==> src/rtl/bin2bcd_display.sv <==
// bin2bcd_display
//
// Sequential signed binary-to-packed-BCD converter for the six-digit
// seven-segment display. The input is a signed value in thousandths. The
// result is a 24-bit packed BCD word laid out as Hundreds, Tens, Ones,
// Tenths, Hundredths, Thousandths, most significant nibble first.
// Two reserved words are used: 24'hFFFFFF means overflow and 24'hFFFFFE
// means error. A numeric conversion uses double-dabble and takes IN_W
// clocks, one input bit per clock.
//
// Ports:
//   clk    - rising-edge clock
//   reset  - synchronous active-high reset
//   start  - conversion request, sampled only while busy is low
//   value  - signed two's-complement input in thousandths
//   err    - upstream error flag, sampled together with start
//   n      - registered packed BCD result or reserved code
//   sign   - registered sign, 1 = negative non-zero result
//   busy   - high while a multi-cycle conversion is running
//   done   - one-cycle pulse when n/sign have just been updated

module bin2bcd_display #(
    parameter int IN_W = 32
) (
    input  logic            clk,
    input  logic            reset,
    input  logic            start,
    input  logic [IN_W-1:0] value,
    input  logic            err,
    output logic [23:0]     n,
    output logic            sign,
    output logic            busy,
    output logic            done
);

    typedef enum logic {
        IDLE,
        CONV
    } state_t;

    localparam logic [IN_W-1:0] MAX_MAG  = IN_W'(999999);
    localparam logic [5:0]      LAST_CNT = 6'(IN_W - 1);

    state_t             state, state_next;
    logic [IN_W+23:0]   sr, sr_next;
    logic [5:0]         cnt, cnt_next;
    logic               neg, neg_next;
    logic [23:0]        n_next;
    logic               sign_next;
    logic               done_next;

    logic [IN_W-1:0]    mag;
    logic [23:0]        bcd_adj;
    logic [IN_W+23:0]   shifted;

    // Magnitude of the input. The two's-complement negate is done in IN_W
    // unsigned bits, so the most negative value becomes 2^(IN_W-1), which
    // is always above 999999 and therefore lands on the overflow path.
    always_comb begin
        mag = value[IN_W-1] ? (~value + 1'b1) : value;
    end

    // One double-dabble step: every BCD nibble of 5 or more gets +3, then
    // the whole {bcd, bin} register shifts left by one.
    always_comb begin
        bcd_adj = sr[IN_W +: 24];
        for (int i = 0; i < 6; i++) begin
            if (sr[IN_W + 4*i +: 4] >= 4'd5) begin
                bcd_adj[4*i +: 4] = sr[IN_W + 4*i +: 4] + 4'd3;
            end
        end
        shifted = {bcd_adj[22:0], sr[IN_W-1:0], 1'b0};
    end

    // Next-state and output logic. Each register holds its value unless a
    // transition below updates it. done is low by default, so it can only
    // pulse for one cycle.
    always_comb begin
        state_next = state;
        sr_next    = sr;
        cnt_next   = cnt;
        neg_next   = neg;
        n_next     = n;
        sign_next  = sign;
        done_next  = 1'b0;

        case (state)
            IDLE: begin
                if (start) begin
                    if (err) begin
                        n_next    = 24'hFFFFFE;
                        sign_next = 1'b0;
                        done_next = 1'b1;
                    end else if (mag > MAX_MAG) begin
                        n_next    = 24'hFFFFFF;
                        sign_next = 1'b0;
                        done_next = 1'b1;
                    end else begin
                        sr_next    = {24'h000000, mag};
                        neg_next   = value[IN_W-1];
                        cnt_next   = 6'd0;
                        state_next = CONV;
                    end
                end
            end

            CONV: begin
                sr_next  = shifted;
                cnt_next = cnt + 6'd1;
                if (cnt == LAST_CNT) begin
                    n_next     = shifted[IN_W +: 24];
                    // A zero result never shows as negative zero.
                    sign_next  = neg && (shifted[IN_W +: 24] != 24'h000000);
                    done_next  = 1'b1;
                    state_next = IDLE;
                end
            end

            default: begin
                state_next = IDLE;
            end
        endcase
    end

    // State and datapath registers. Reset discards any conversion that is
    // in progress and clears the visible result.
    always_ff @(posedge clk) begin
        if (reset) begin
            state <= IDLE;
            sr    <= '0;
            cnt   <= 6'd0;
            neg   <= 1'b0;
            n     <= 24'h000000;
            sign  <= 1'b0;
            done  <= 1'b0;
        end else begin
            state <= state_next;
            sr    <= sr_next;
            cnt   <= cnt_next;
            neg   <= neg_next;
            n     <= n_next;
            sign  <= sign_next;
            done  <= done_next;
        end
    end

    assign busy = (state == CONV);

endmodule

==> config.mk <==
export PLATFORM = sky130hd
export DESIGN_NAME = bin2bcd_display
export DESIGN_NICKNAME = d
export VERILOG_FILES = /design/src/rtl/bin2bcd_display.sv
export SDC_FILE = /design/constraint.sdc
export NUM_CORES = 1
export LEC_CHECK = 0
export ABC_CLOCK_PERIOD_IN_PS = 7300
export BUFFER_PORTS_ARGS = -buffer_cell sky130_fd_sc_hd__buf_2
export CORE_MARGIN = 4
export CORE_UTILIZATION = 45
export CTS_BUF_LIST = sky130_fd_sc_hd__clkbuf_4 sky130_fd_sc_hd__clkbuf_8
export DETAILED_ROUTE_END_ITERATION = 8
export PLACE_DENSITY = 0.7
export SLEW_MARGIN = 20
export SYNTH_ARGS = -nofsm -noshare
export SYNTH_HDL_FRONTEND = slang
export SYNTH_SLANG_ARGS = --single-unit
==> constraint.sdc <==
create_clock -name clk -period 7.3 [get_ports clk]
set_clock_uncertainty 0.05 [all_clocks]
set_input_delay 2.19 -clock clk [delete_from_list [all_inputs] [get_ports clk]]
set_output_delay 2.19 -clock clk [all_outputs]
set_load 0.01 [all_outputs]
# Word level (Yosys, flattened, before mapping)
# Cells that the tools add are included.
# word_totals
ff_bits	90
# classes
magnitude_cmp	7
n_bitwise	4
n_reduce_logical	5
add_sub_neg	8
n_eq_ne	6
mux	35
# op_table
operator	count
56-bit 2-to-1 mux	3
56-bit case mux with 2 select lines	1
24-bit 2-to-1 mux	4
24-bit case mux with 2 select lines	1
32-bit by 1-bit adder with 32-bit output, second input constant	1
32-bit by 20-bit greater-than comparator with 1-bit output, second input constant	1
32-bit 2-to-1 mux	1
32-bit inverter	1
4-bit by 3-bit >= comparator with 1-bit output, second input constant	6
24-bit nonzero test	1
4-bit by 2-bit adder with 4-bit output, second input constant	5
4-bit 2-to-1 mux	5
6-bit 2-to-1 mux	3
1-bit 2-to-1 mux	12
6-bit case mux with 2 select lines	1
6-bit by 1-bit adder with 6-bit output, second input constant	1
6-bit by 5-bit == test with 1-bit output, second input constant	1
2-bit inequality test, second input constant	3
1-bit case mux with 2 select lines	3
3-bit AND reduction	2
4-bit AND reduction	1
3-bit by 2-bit adder with 3-bit output, second input constant	1
3-bit 2-to-1 mux	1
3-bit inequality test, second input constant	1
3 further kinds	5

# Longest topological paths before layout
# depth
word_depth	8
ltp_mapped	12
mapped_depth_nobuf	10

# Worst setup path after synthesis
# OpenSTA, ideal clock, no wires.
# synth_timing
kind	input to register
from	in value[25]
to	reg sr[4]
slack_ps	2329
path_buffers	1
stages	9
t_arrival_ps	4800
cell_sequence	nor4_1 > nand3_1 > nor3_1 > mux2_2 > nor4_2 > nand3_1 > o21a_4 > buf_6 > a221o_1
# synth_via
elab_chain_cells	6
# synth_rtl
element	line_no	text
start: declaration	28	input logic [IN_W-1:0] value,
32-bit inverter	60	mag = value[IN_W-1] ? (~value + 1'b1) : value;
32-bit by 1-bit adder with 32-bit output	60	
32-bit 2-to-1 mux *	60	
32-bit by 20-bit greater-than comparator with 1-bit output *	94	end else if (mag > MAX_MAG) begin
2-bit inequality test (no line) *	n/a	
3-bit AND reduction (no line) *	n/a	
end signal: assignment	138	sr <= sr_next;
end: declaration	45	logic [IN_W+23:0] sr, sr_next;
# Every way passes the cells marked *; elsewhere a longest branch is shown, timed or not.
# A chain may end at the register's enable or synchronous reset.

# Worst setup path after layout
# layout_timing
from	in value[5]
to	reg n[0]
# layout_via
elab_chain_cells	6
# layout_rtl
element	line_no	text
32-bit inverter	60	
32-bit by 1-bit adder with 32-bit output	60	
32-bit 2-to-1 mux *	60	
32-bit by 20-bit greater-than comparator with 1-bit output *	94	
3-bit inequality test (no line) *	n/a	
3-bit AND reduction (no line) *	n/a	
end signal: assignment	141	n <= n_next;
end: declaration	30	output logic [23:0] n,
# Marks and branches as above.

==> flow_summary.toml <==
[floorplan]
ioPinCount = 63
die_w_um = 115
core_um2 = 11000
dieArea_um2 = 13300
rows = 38
start_util_pct = 47.0
die_h_um = 115

[hold_path]
min-delay-path-class = "reg2reg"

[timing]
period_share_pct = 74.8
slew_headroom_pct = 27.7
worst_pin_slew_ps = 1070
finalHoldViolCount = 0
rsz0062_at_grt = "false"
setup_tns_ps = 0
slew_viol_final = 0
finalWorstSetupSlack_ps = 1840
max_freq_ghz = 0.183
whs_ps = 418
min_period_ps = 5460
setup_viol = 0

[layout]
fin_util_pct = 51.8
layout_commonest_cell = "dfxtp_1"
fin_area_um2 = 5710
area_growth_pct = 10.2
layout-drive-gt1-share_pct = 16.3
antennaDiodeCount = 0
final_cell_mix = "dfxtp_1 (89), buf_2 (62), nor2_1 (47)"
num-fill-cells = 1042
fin_nets = 690

[outcome]
status = "complete, no violations"

[detailed_routing]
wl_per_cell_um = 16.4
dr.pass1.iters = 5
first_iter_violations = 352
remaining_drc_errors = 0
viasPerCell = 6.09
wl_um = 12900
antenna_left = 0
vias = 4780

[logic_synthesis]
ys_ff_latch = 90
syn_inst = 602
syn-num-nets = 652
yosysUniqueCellTypes = 70
seq_area_frac_synth_pct = 34.8
netlist_area_um2 = 5180
syn_avg_cell_area_um2 = 8.61
synthFlopType = "dfxtp_1"
ys_warn_count = 0
async_reset_ff_share_pct = 0
synth_edf_count = 0

[placed_design]
port_buffers = 62
hpwl_um = 9330
gp_congestion = 0.929
placed_area_um2 = 5500
dp_slack_ps = 1470

[grt]
antenna_found_initial = 0
grt_pass1_wl_um = 21300
grt.total_usage_pct = 19.5
grt_pass1_vias = 4420
grt.overflow.total = 0
grt_max_degree = 77

[critical_path]
slowest_stage = "or2_1"
cp_data_arrival_time_ps = 5630
crit_chain = "buf_2 > or4_1 > nor4_1 > a31oi_1 > nor4_1 > nor3_2 > a31oi_1 > or2_1 > o21ai_1"
crit_path_end_kind = "register"
max_stage_delay_ps = 730
worstSetupPathType = "in2reg"
cp-start-kind = "input port"
crit_buf_inv = 1
cp_max_fo = 23
path_delay_family = "simple AND/OR/NAND/NOR gates"
worstPathRequired_ps = 7470

[pwr]
powerDensity_nw_per_um2 = 173
power_leakage_nw = 2.17
vdd_drop_max_mv = 0.0826

[clock_network]
cts_resized = 0
cts_tree = "built"
h-tree-depth = 3
cts_setup_buffers = 0
cts_hold_buf = 0
cts_buffer_depth = 2
clk_pin_slew_ps = 80
clockRootBuffer = "clkbuf_8"
clock_sinks = 90
numCtsBuffers = 9
clk_latency_ps = 360

[run]
maxCapViolCount = 0
stage by stage:
| step | instances | power, W |
|---|---|---|
| floorplan | 602 | 0.000602 |
| global placement | 769 | 0.000644 |
| detailed placement | 769 | 0.000647 |
| CTS | 785 | 0.000998 |
| global route | 785 | 0.00103 |
| finish | 785 | 0.000986 |
final cells by class:
type / instances / area, um2 / area share (%)
timing repair buffer: 65 / 333 / 5.83
sequential: 90 / 1800 / 31.6
inverter: 28 / 105 / 1.84
clock buffer: 14 / 174 / 3.04
clock inverter: 2 / 35.0 / 0.613
tap: 140 / 175 / 3.07
multi-input combinational: 446 / 3090 / 54.1
power breakdown:
part           total (W)  leakage, nW  internal (W)  switching [W]
clock network   0.000351        0.111      0.000188       0.000163
logic           0.000126         1.32     0.0000481      0.0000780
registers       0.000509        0.734      0.000503     0.00000626
total           0.000986         2.17      0.000739       0.000247
sequential cells by signal, indices dropped and copies added (netlist names):
signal,cells
sign,1
sr,56
cnt,6
neg,1
done,1
busy,1
n,24
cell families (layout without fill, tap and decap cells):
kind of cell | after synthesis | after routing | synth area share (%)
AOI/OAI and AO/OA | 184 | 184 | 26.2
xor gates and xnor gates | 29 | 29 | 4.90
adders and majority gates | 14 | 14 | 3.38
buffers and inverters | 66 | 109 | 5.70
DFF | 90 | 90 | 34.8
muxes | 17 | 17 | 3.38
and+or+nand+nor | 202 | 202 | 21.6
per-layer routing:
metal	up-vias	share of wire [%]	global-route usage, %
met4	0	2.3	6.81
met5	-	0	0
met1	2224	45	26.6
li1	2344	-	-
met2	184	46	31.4
met3	28	6.7	3.21
final timing paths:
kind	start	to	slack [ps]	cells after the start
setup / recovery	value[5]	n[0]	1840	9
hold / removal	neg	neg	420	2
setup reg to reg	busy	n[16]	4010	7
hold reg to reg	neg	neg	420	2
synth_stat cells (4+ instances only):
cell      number  area (um2)
nand2_1       26        97.6
o41ai_1        6        52.6
a31oi_1        5        31.3
nand4_1        9        56.3
clkbuf_1      24        90.1
or3_1          6        37.5
o22a_1        15         131
nand2b_1      10        62.6
mux2i_1       13         130
nor3_1        18        90.1
nor3b_1       10        75.1
buf_6          5        56.3
inv_1         26        97.6
o21ai_0       17        85.1
nand3_1       20         100
a221o_1       14         140
xnor2_1       23         201
buf_2          5        25.0
a22o_1        15         131
nor2_1        48         180
mux2_2         4        45.0
ha_1          14         175
nor4_1        13        81.3
dfxtp_1       90        1800
o31a_1         4        35.0
and3_1        16         100
a211oi_1      18         135
o211ai_1       4        30.0
xor2_1         6        52.6
o21a_1         7        52.6
o31ai_1        5        37.5
a21oi_1       46         230
tightest hold or removal path: cells and delay by family (launching register included):
family / cells / cell delay, ps
flip-flops: 1 / 320
AND/OR/NAND/NOR: 1 / 50
multiplexers: 1 / 50
No activity file was read; power rests on OpenSTA's default activity.
